<file path="config.mk">
export PLATFORM = sky130hd
export DESIGN_NAME = im_loader
export DESIGN_NICKNAME = d
export VERILOG_FILES = /design/src/rtl/im_loader.sv
export SDC_FILE = /design/constraint.sdc
export NUM_CORES = 1
export LEC_CHECK = 0
export ABC_AREA = 1
export CAP_MARGIN = 20
export CORE_ASPECT_RATIO = 1.25
export CORE_MARGIN = 4
export CORE_UTILIZATION = 47
export DETAILED_ROUTE_END_ITERATION = 10
export GPL_TIMING_DRIVEN = 1
export MAX_ROUTING_LAYER = met4
export PLACE_DENSITY = 0.75
export SLEW_MARGIN = 20
export SYNTH_ARGS = -nofsm -noshare
export SYNTH_HDL_FRONTEND = slang
export SYNTH_SLANG_ARGS = --single-unit
export TNS_END_PERCENT = 30
</file>
<file path="constraint.sdc">
create_clock -name clk -period 1.51 [get_ports clk]
set_input_delay 0.2265 -clock clk [delete_from_list [all_inputs] [get_ports clk]]
set_output_delay 0.2265 -clock clk [all_outputs]
set_load 0.02 [all_outputs]
</file>
<file path="src/rtl/im_loader.sv">
// rtl/im_loader.sv - framed byte-stream loader for the 16x8 instruction memory.
// Frame: LEN, LEN program bytes, CSUM; core start is released only after a clean load.
module im_loader #(
  parameter int ADDR_W = 4,
  parameter int DATA_W = 8,
  parameter int DEPTH  = 16
) (
  input  logic              clk,
  input  logic              rst,
  input  logic              load_req,
  input  logic              in_valid,
  output logic              in_ready,
  input  logic [DATA_W-1:0] in_data,
  output logic              im_we,
  output logic [ADDR_W-1:0] im_waddr,
  output logic [DATA_W-1:0] im_wdata,
  output logic              start,
  output logic              busy,
  output logic              done,
  output logic              err,
  output logic [ADDR_W:0]   word_count
);

  typedef enum logic [2:0] {
    S_IDLE,
    S_LEN,
    S_DATA,
    S_CSUM,
    S_RUN,
    S_ERR
  } state_t;

  localparam logic [DATA_W-1:0] DEPTH_B = DATA_W'(DEPTH);

  state_t              state_q, state_d;
  logic [ADDR_W:0]     len_q, len_d;
  logic [ADDR_W:0]     cnt_q, cnt_d;
  logic [DATA_W-1:0]   sum_q, sum_d;
  logic                we_q, we_d;
  logic [ADDR_W-1:0]   waddr_q, waddr_d;
  logic [DATA_W-1:0]   wdata_q, wdata_d;
  logic [ADDR_W:0]     cnt_inc;
  logic                accept;

  assign in_ready = (state_q == S_LEN) || (state_q == S_DATA) || (state_q == S_CSUM);
  assign accept   = in_valid && in_ready;
  assign cnt_inc  = cnt_q + 1'b1;

  always_comb begin
    state_d = state_q;
    len_d   = len_q;
    cnt_d   = cnt_q;
    sum_d   = sum_q;
    we_d    = 1'b0;
    waddr_d = waddr_q;
    wdata_d = wdata_q;
    // A restart wins over any byte accepted in the same cycle; that byte is dropped.
    if (load_req) begin
      state_d = S_LEN;
      len_d   = '0;
      cnt_d   = '0;
      sum_d   = '0;
    end else begin
      case (state_q)
        S_LEN: begin
          if (accept) begin
            if (in_data == '0 || in_data > DEPTH_B) begin
              state_d = S_ERR;
            end else begin
              len_d   = in_data[ADDR_W:0];
              state_d = S_DATA;
            end
          end
        end
        S_DATA: begin
          if (accept) begin
            we_d    = 1'b1;
            waddr_d = cnt_q[ADDR_W-1:0];
            wdata_d = in_data;
            cnt_d   = cnt_inc;
            sum_d   = sum_q + in_data;
            if (cnt_inc == len_q) begin
              state_d = S_CSUM;
            end
          end
        end
        S_CSUM: begin
          if (accept) begin
            state_d = (in_data == sum_q) ? S_RUN : S_ERR;
          end
        end
        default: ;
      endcase
    end
  end

  always_ff @(posedge clk or posedge rst) begin
    if (rst) begin
      state_q <= S_IDLE;
      len_q   <= '0;
      cnt_q   <= '0;
      sum_q   <= '0;
      we_q    <= 1'b0;
      waddr_q <= '0;
      wdata_q <= '0;
    end else begin
      state_q <= state_d;
      len_q   <= len_d;
      cnt_q   <= cnt_d;
      sum_q   <= sum_d;
      we_q    <= we_d;
      waddr_q <= waddr_d;
      wdata_q <= wdata_d;
    end
  end

  // RUN is entered on the CSUM edge, so start trails the final write by a cycle.
  assign im_we      = we_q;
  assign im_waddr   = waddr_q;
  assign im_wdata   = wdata_q;
  assign start      = (state_q == S_RUN);
  assign done       = (state_q == S_RUN);
  assign err        = (state_q == S_ERR);
  assign busy       = in_ready;
  assign word_count = cnt_q;

endmodule

</file>
==> impl_metrics.toml, run 1 <==
[outcome]
outcome = "finished, violations left"
violations = "negative setup slack"

[min_path]
hp-class = "primary input to asynchronous set/reset pin"

[placed_design]
place_ws_ps = -376
dp_hpwl_um = 3650
io_buffers = 34
placed_cells = 363
gp_congestion = 0.964

[logic_synthesis]
synth_warnings = 0
async_flop_share = 1.00
synth_area_um2 = 1960
yosysMostFrequentCell = "nand2_1"
syn_inst = 246
synth_nets = 267
synth_cell_types = 33
synth.area.top_cells = "dfrtp_1 (43%), nand2_1 (14%), inv_1 (5.2%)"
yosysSeqAreaShare = 0.434
ys_ff_latch = 34
synth.avg_cell_area_um2 = 7.98
synth_area_leader_cell = "dfrtp_1"
yosys_most_used_dff = "dfrtp_1"
yosysTopAreaCellShare = 0.434
synth_edf_count = 0
yosys-top-cells-count = "nand2_1 (71), dfrtp_1 (34), inv_1 (27)"

[worst_setup_path]
arrival_ps = 1740
slowest_stage = "clkdlybuf4s50_1"
required_ps = 1680
path_max_fanout = 6
cp-end-kind = "flip-flop"
r2r_start = "sum_q[6]"
crit_chain = "clkdlybuf4s50_1, ha_1, a21o_1, a31oi_1, nand3_1, nand2_1, o21ai_1"
ff2ff_setup_slack_ps = -40
cp-start-kind = "primary input"
critPathMaxStageDelay_ps = 440
crit_type = "primary input to flip-flop"
r2r_end = "sum_q[7]"
reg2reg_depth = 6

[die]
pin_count = 35
start_util = 0.482
floorplan.core_area_um2 = 4070
num_rows = 26
die_w_um = 65.8
die_area_um2 = 5280
dieHeight_um = 80.2

[cts]
cts-root-buf = "clkbuf_8"
cts.clk_slew.worst_paths_ps = 70
numCtsBuffers = 5
htreeDepth = 2
clkSinkCount = 34
clockBufferDepth = 2
hold_buffers = 0
clk_latency_ps = 290
cts_tree = "yes"

[job]
drv_cap = 0

[detailed_routing]
wl_met3_um = 221
vias = 1913
drt_first_iter_violations = 135
ant_nets = 0
drtPass1Iterations = 4
drc = 0
dr_wl_met2_um = 2680
wirelength_met1_um = 2050
drt-total-wl_um = 5030
wire_per_inst_um = 13.5
top_layer = "met4"
vias_per_cell = 5.13

[power]
vdd_drop_max_mv = 0.497
leakagePower_nw = 1.56
switching_share = 0.275
p_switching_uw = 559
power_per_cell_area_nw_per_um2 = 722
combinationalPowerShare = 0.183
p_clk_frac = 0.345
power_frac_seq = 0.471
internal_power_mw = 1.47

[finish]
fin_nets = 337
fin_util = 0.691
diodes = 0
final_layout_size_suffix_gt1_frac = 0.252
final_cells = 373
syn_to_final_growth_pct = 43.2

[global_route]
grt_usage = 0.212
grt_pass1_vias = 1917
overflow = 0
grt_pass1_wl_um = 8420
grt_max_degree = 35
antenna_found_initial = 0

[sta]
setup_violations = 3
finalSetupTns_ps = -114
rsz0062_at_grt = "yes"
max_freq_mhz = 638
slew_viol_final = 0
min_period_over_period = 1.04
finalHoldViolations = 0
slew_headroom = 0.826
timing.final.crit_period_ps = 1570
setup_ws_ps = -57.1
fin_skew_ps = 4.49
tightest_slew_ps = 261
==> how the worst max path moves through the flow <==
stage                  startpoint          to  slack, ps  depth (start not counted)
floorplan           word_count[0]  state_q[0]          5                         12
global placement       in_data[0]    sum_q[4]       -340                          7
detailed placement     in_data[0]    sum_q[6]       -380                          8
CTS                    in_data[4]    sum_q[5]        -20                          8
global route        word_count[0]  state_q[1]       -150                         12
finish                 in_data[6]    sum_q[7]        -60                          7
==> metal layers <==
metal	track usage	vias to the layer above
met2	0.372	44
met5	-	-
met4	0.0809	0
met3	0.0462	11
met1	0.231	906
li1	-	952
==> final cells by class <==
| cell class | count | area, um^2 |
|---|---|---|
| Fill cell | 323 | 1260 |
| Clock inverter | 1 | 5.00 |
| Tap cell | 56 | 70.1 |
| Inverter | 32 | 128 |
| Clock buffer | 7 | 86.3 |
| Timing Repair Buffer | 69 | 632 |
| Sequential cell | 34 | 853 |
| Multi-Input combinational cell | 174 | 1030 |
==> power by group through the flow <==
stage / sequential (mW) / clock (mW) / combinational [mW]
2_1_floorplan: 0.997 / 0 / 0.161
3_3_place_gp: 0.973 / 0 / 0.374
3_5_place_dp: 0.974 / 0 / 0.379
4_1_cts: 0.957 / 0.708 / 0.374
5_1_grt: 0.959 / 0.755 / 0.406
6_report: 0.956 / 0.701 / 0.372
==> per-stage QoR <==
step / cell area, um^2 / hold slack [ps] / power (mW)
5_1_grt: 2810 / 306 / 2.12
4_1_cts: 2720 / 294 / 2.04
2_1_floorplan: 1980 / 336 / 1.16
3_3_place_gp: 2620 / 463 / 1.35
3_5_place_dp: 2620 / 466 / 1.35
6_report: 2810 / 293 / 2.03
==> repair_timing <==
item	CTS	global route
buffers inserted	0	2
pin swaps	1	7
resized for setup	23	35
cloned	0	0
endpoints found under the setup margin	18	25
==> flip-flops by register name, summed over array words and instances, names as in the netlist <==
signal      cells
state_q         3
word_count      5
im_we           1
len_q           5
im_waddr        4
im_wdata        8
sum_q           8
==> critical path: cells and delay by family <==
| family | cells | cell delay [ps] |
|---|---|---|
| adder cells (fa/ha/maj) | 1 | 410 |
| AND/OR/NAND/NOR | 2 | 180 |
| AO/OA/AOI/OAI | 3 | 480 |
| buffers and inverters | 1 | 440 |
==> cells by family after synthesis <==
| logic type | share of synthesized area |
|---|---|
| AO/OA/AOI/OAI | 0.137 |
| AND/OR/NAND/NOR | 0.262 |
| flip-flops | 0.434 |
| adder cells (fa/ha/maj) | 0.0612 |
| buffers and inverters | 0.0925 |
| XOR/XNOR | 0.0134 |
==> layout by cell type (no fill, tap or decap), types with 3 or more instances in the layout <==
master / count
clkbuf_8: 6
clkdlybuf4s50_1: 15
inv_2: 4
clkbuf_2: 3
nand2_1: 67
o21ai_0: 6
inv_1: 26
dlymetal6s2s_1: 9
dfrtp_1: 32
nand2_2: 6
o22ai_1: 4
a21oi_1: 4
ha_4: 3
nand4_1: 10
nor3_1: 4
ha_1: 4
dlygate4sd2_1: 5
buf_4: 32
buf_12: 3
nand3_1: 17
o21ai_1: 14
a21oi_2: 3
nor2_1: 10
(Power assumes the default switching activity.)
==> run 2: changes to the inputs <==
--- a/config.mk
+++ b/config.mk
@@ -10,6 +10,7 @@
 export CORE_ASPECT_RATIO = 1.25
 export CORE_MARGIN = 4
 export CORE_UTILIZATION = 47
+export CTS_CLUSTER_SIZE = 14
 export DETAILED_ROUTE_END_ITERATION = 10
 export GPL_TIMING_DRIVEN = 1
 export MAX_ROUTING_LAYER = met4
@@ -18,4 +19,4 @@
 export SYNTH_ARGS = -nofsm -noshare
 export SYNTH_HDL_FRONTEND = slang
 export SYNTH_SLANG_ARGS = --single-unit
-export TNS_END_PERCENT = 30
+export TNS_END_PERCENT = 100
==> run 2 against run 1 <==
The run still ends with negative setup slack left. Critical endpoint is now sum_q[6]. Clock-buffer cell count did not move. Sequential cell count did not move. Worst setup slack improved by 13 ps. Via count rose by 0.16%. Sequential power barely moved. Register-to-register slack barely moved. Critical path depth did not move. Non-clock buffer count rose by 1. Core utilization rose by 0.83 points. Highest routed layer unchanged. Combinational power rose by 1%. First-iteration DRC count rose by 16%.
==> impl_metrics.toml, run 2 (synthesized netlist as in run 1, its figures left out) <==
[placed_design]
gp_congestion = 0.964
place_ws_ps = -376
placed_cells = 363
dp_hpwl_um = 3650
placed_cell_area_um2 = 2620
io_buffers = 34

[job]
drv_cap = 0

[cts]
cts_tree = "yes"
htreeDepth = 2
clockBufferDepth = 2
numCtsBuffers = 5
cts-root-buf = "clkbuf_8"
hold_buffers = 0
cts.clk_slew.worst_paths_ps = 70
clk_latency_ps = 290
clkSinkCount = 34

[sta]
slew_viol_final = 0
max_freq_mhz = 643
slew_headroom = 0.828
setup_ws_ps = -44.6
finalHoldViolations = 0
rsz0062_at_grt = "yes"
timing.hold.ws_ps = 290
setup_violations = 2
tightest_slew_ps = 258
fin_skew_ps = 3.11
min_period_over_period = 1.03
timing.final.crit_period_ps = 1550

[finish]
final_cells = 374
fin_util = 0.699
layout_commonest_cell = "nand2_1"
fin_nets = 338
final_layout_size_suffix_gt1_frac = 0.267
final_design_area_no_fill_um2 = 2840
syn_to_final_growth_pct = 44.9
diodes = 0
layout_common_cells = "nand2_1 (67), dfrtp_1 (32), buf_4 (32)"

[worst_setup_path]
reg2reg_depth = 7
path_max_fanout = 3
cp-end-kind = "flip-flop"
r2r_start = "sum_q[0]"
cp-start-kind = "flip-flop"
ff2ff_setup_slack_ps = -40
required_ps = 1740
crit_type = "flip-flop to flip-flop"
r2r_end = "sum_q[6]"
arrival_ps = 1790

[detailed_routing]
ant_nets = 0
vias = 1916
dr_wl_met2_um = 2690
wire_per_inst_um = 13.5
drtPass1Iterations = 4
wl_met3_um = 205
top_layer = "met4"
drc = 0
vias_per_cell = 5.12
wirelength_met1_um = 2050
drt-total-wl_um = 5040
drt_first_iter_violations = 157

[power]
leakagePower_nw = 1.55
switching_share = 0.275
internal_power_mw = 1.47
power_frac_seq = 0.471
combinationalPowerShare = 0.185
p_switching_uw = 560
vdd_drop_max_mv = 0.506
p_clk_frac = 0.344
power_per_cell_area_nw_per_um2 = 715

[global_route]
grt_max_degree = 35
grt_pass1_wl_um = 8460
antenna_found_initial = 0
grt_pass1_vias = 1937
overflow = 0
grt_usage = 0.213

[die]
dieHeight_um = 80.2
num_rows = 26
pin_count = 35
die_w_um = 65.8
floorplan.core_area_um2 = 4070
start_util = 0.482
die_area_um2 = 5280

[outcome]
outcome = "finished, violations left"
violations = "negative setup slack"

[min_path]
hp-class = "primary input to asynchronous set/reset pin"
==> run 2: changes by cell type in the layout (fill, tap and decap cells not counted) <==
cell | previous run | this run
dlymetal6s2s_1 | 9 | 8
ha_4 | 3 | 4
buf_6 | 0 | 1
nor2_4 | 1 | 2
o21ai_0 | 6 | 5
nand3_1 | 17 | 16
nor2_1 | 10 | 9
inv_2 | 4 | 5
inv_1 | 26 | 25
ha_1 | 4 | 3
o21ai_1 | 14 | 15
nand3_2 | 1 | 2
clkdlybuf4s50_1 | 15 | 16
==> run 2: power by group through the flow <==
stage | sequential (mW) | combinational (mW) | clock [mW]
after floorplan | 0.997 | 0.161 | 0
after global placement | 0.973 | 0.374 | 0
after detailed placement | 0.974 | 0.379 | 0
after CTS | 0.957 | 0.375 | 0.708
after global routing | 0.960 | 0.411 | 0.753
final | 0.958 | 0.376 | 0.699
==> run 2: how the worst max path moves through the flow <==
stage / start / depth (start not counted) / slack (ps) / to
floorplan: word_count[0] / 12 / 5 / state_q[0]
global placement: in_data[0] / 7 / -340 / sum_q[4]
detailed placement: in_data[0] / 8 / -380 / sum_q[6]
CTS: state_q[0] / 2 / -10 / done
global route: word_count[0] / 12 / -160 / state_q[1]
finish: sum_q[0] / 7 / -40 / sum_q[6]
==> run 2: through the flow <==
stage,TNS (ps),total power [mW]
after detailed placement,-4000,1.35
after global placement,-3440,1.35
after CTS,-22.4,2.04
final,-68.3,2.03
after global routing,-840,2.12
after floorplan,0,1.16
==> run 2: repair_timing <==
| action | CTS | global route |
|---|---|---|
| buffers inserted | 2 | 1 |
| setup endpoints to repair | 18 | 24 |
| pin swaps | 4 | 6 |
| gates resized for setup | 25 | 39 |
==> run 2: cell type report <==
cell class,count,area [um^2]
fill,314,1220
multi-input combinational,174,1060
sequential,34,853
timing repair buffer,70,641
inverter,32,128
clock buffer,7,86.3
tap,56,70.1
clock inverter,1,5.00
==> run 2: per-layer routing <==
metal,vias up,GRT usage
met5,-,-
met4,0,0.0809
met3,11,0.0462
met2,42,0.378
met1,910,0.229
li1,953,-
==> run 2: critical path, cell delays in order, from the launching register on <==
cell     delay (ps)
dfrtp_1         400
ha_2            210
fa_2            400
nand4_1         100
nand3_2          90
a21oi_2         140
o21ai_1          80
nand2_1          70
==> run 3: changes to the inputs <==
--- a/config.mk
+++ b/config.mk
@@ -8,7 +8,7 @@
 export ABC_AREA = 1
 export CAP_MARGIN = 20
 export CORE_ASPECT_RATIO = 1.25
-export CORE_MARGIN = 4
+export CORE_MARGIN = 5
 export CORE_UTILIZATION = 47
 export CTS_CLUSTER_SIZE = 14
 export DETAILED_ROUTE_END_ITERATION = 10
==> run 3 against run 2 <==
The run still ends with negative setup slack left. Fmax decreased by 1.9%. Worst setup slack got worse by 30 ps. Non-clock buffer count increased by 3. Register-to-register slack got worse by 30 ps. Sequential cell count unchanged. Die area increased by 5.6%. Cell count increased by 0.53%. Critical endpoint is now state_q[2].
==> impl_metrics.toml, run 3 (synthesized netlist as in run 1, its figures left out) <==
[outcome]
outcome = "finished, violations left"
violations = "negative setup slack"

[finish]
fin_nets = 341
final_layout_size_suffix_gt1_frac = 0.294
diodes = 0
layout_commonest_cell = "nand2_1"
layout_common_cells = "nand2_1 (62), buf_4 (35), dfrtp_1 (32)"
final_design_area_no_fill_um2 = 2860
syn_to_final_growth_pct = 45.7
fin_util = 0.703
final_cells = 376

[placed_design]
gp_congestion = 0.881
io_buffers = 34
placed_cell_area_um2 = 2610
dp_hpwl_um = 3730
placed_cells = 363

[global_route]
grt_pass1_vias = 1907
grt_usage = 0.201
antenna_found_initial = 0
grt_max_degree = 35
grt_pass1_wl_um = 8180
overflow = 0

[worst_setup_path]
cp-start-kind = "flip-flop"
cp-end-kind = "flip-flop"
required_ps = 1690
arrival_ps = 1770
reg2reg_depth = 12
path_max_fanout = 4
crit_type = "flip-flop to flip-flop"

[die]
floorplan.core_area_um2 = 4070
dieHeight_um = 82.2
die_w_um = 67.8
die_area_um2 = 5570
start_util = 0.482
pin_count = 35
num_rows = 26

[power]
vdd_drop_max_mv = 0.526
finalPower_mw = 2.02
power_per_cell_area_nw_per_um2 = 707
leakagePower_nw = 1.50

[sta]
timing.hold.ws_ps = 276
finalHoldViolations = 0
slew_viol_final = 0
timing.final.crit_period_ps = 1580
tightest_slew_ps = 255
fin_skew_ps = 5.21
setup_ws_ps = -74.2
min_period_over_period = 1.05
setup_violations = 3
slew_headroom = 0.830
rsz0062_at_grt = "yes"
max_freq_mhz = 631

[cts]
clockBufferDepth = 2
cts.clk_slew.worst_paths_ps = 70
cts_tree = "yes"
clkSinkCount = 34
htreeDepth = 2
hold_buffers = 0
clk_latency_ps = 290
cts-root-buf = "clkbuf_8"
numCtsBuffers = 5

[detailed_routing]
drtPass1Iterations = 4
ant_nets = 0
wire_per_inst_um = 13.8
drt-total-wl_um = 5170
vias_per_cell = 5.13
drt_first_iter_violations = 87
vias = 1930
drc = 0

[job]
drv_cap = 0

[min_path]
hp-class = "primary input to asynchronous set/reset pin"
-- run 3: changes by cell type in the layout (fill, tap and decap cells not counted), moves of 2 or more --
cell             change
a31oi_2              +2
clkbuf_2             -2
clkdlybuf4s50_1      +3
buf_2                +2
nand2_2              +4
dlymetal6s2s_1       -3
nand2_1              -5
buf_4                +3
-- run 3: per-stage QoR --
| step | TNS [ps] | setup slack, ps |
|---|---|---|
| 2_1_floorplan | 0 | 5.35 |
| 3_3_place_gp | -3470 | -330 |
| 3_5_place_dp | -4100 | -385 |
| 4_1_cts | -124 | -43.8 |
| 5_1_grt | -602 | -160 |
| 6_report | -213 | -74.2 |
-- run 3: power breakdown --
part / leakage (nW) / internal, mW / total (mW) / switching [mW]
registers: 0.465 / 0.938 / 0.958 / 0.0206
logic: 0.988 / 0.184 / 0.403 / 0.220
clock network: 0.0438 / 0.310 / 0.659 / 0.349
-- run 3: final timing paths --
path                               startpoint             to  slack (ps)
worst min register to register    im_wdata[6]    im_wdata[6]         490
min in group clk                   in_data[2]    im_wdata[2]         360
worst min-delay path                      rst  word_count[1]         280
max in group asynchronous                 rst  word_count[0]        1050
worst max-delay path            word_count[1]     state_q[2]         -70
worst max register to register  word_count[1]     state_q[2]         -70
-- run 3: cell type report --
cell class	instances	area (um^2)
Clock buffer	5	68.8
Clock inverter	2	10.0
Fill cell	332	1210
Inverter	32	128
Multi-Input combinational cell	174	1080
Sequential cell	34	853
Tap cell	56	70.1
Timing Repair Buffer	73	647
-- run 3: metal layers --
layer	up-vias	global-route usage	part of all wire
li1	960	-	-
met1	922	0.200	0.41
met2	39	0.391	0.54
met3	9	0.0284	0.030
met4	0	0.0696	0.020
met5	-	-	0
-- run 3: worst max-delay path, stage by stage, from the launching register on --
cell and delay [ps]:
dfrtp_2 430, ha_4 270, inv_2 30, nand2_2 50, nand2_2 50, nor2_2 100
nand2_1 50, nor2_1 100, nand2_1 80, nand2_2 110, nand2_2 90, nand2_1 60
nand2_1 50
-- run 3: repair_timing --
item / in CTS / in global routing
setup buffers: 2 / 4
endpoints found under the setup margin: 18 / 21
gates resized for setup: 25 / 46
pin swaps: 4 / 13
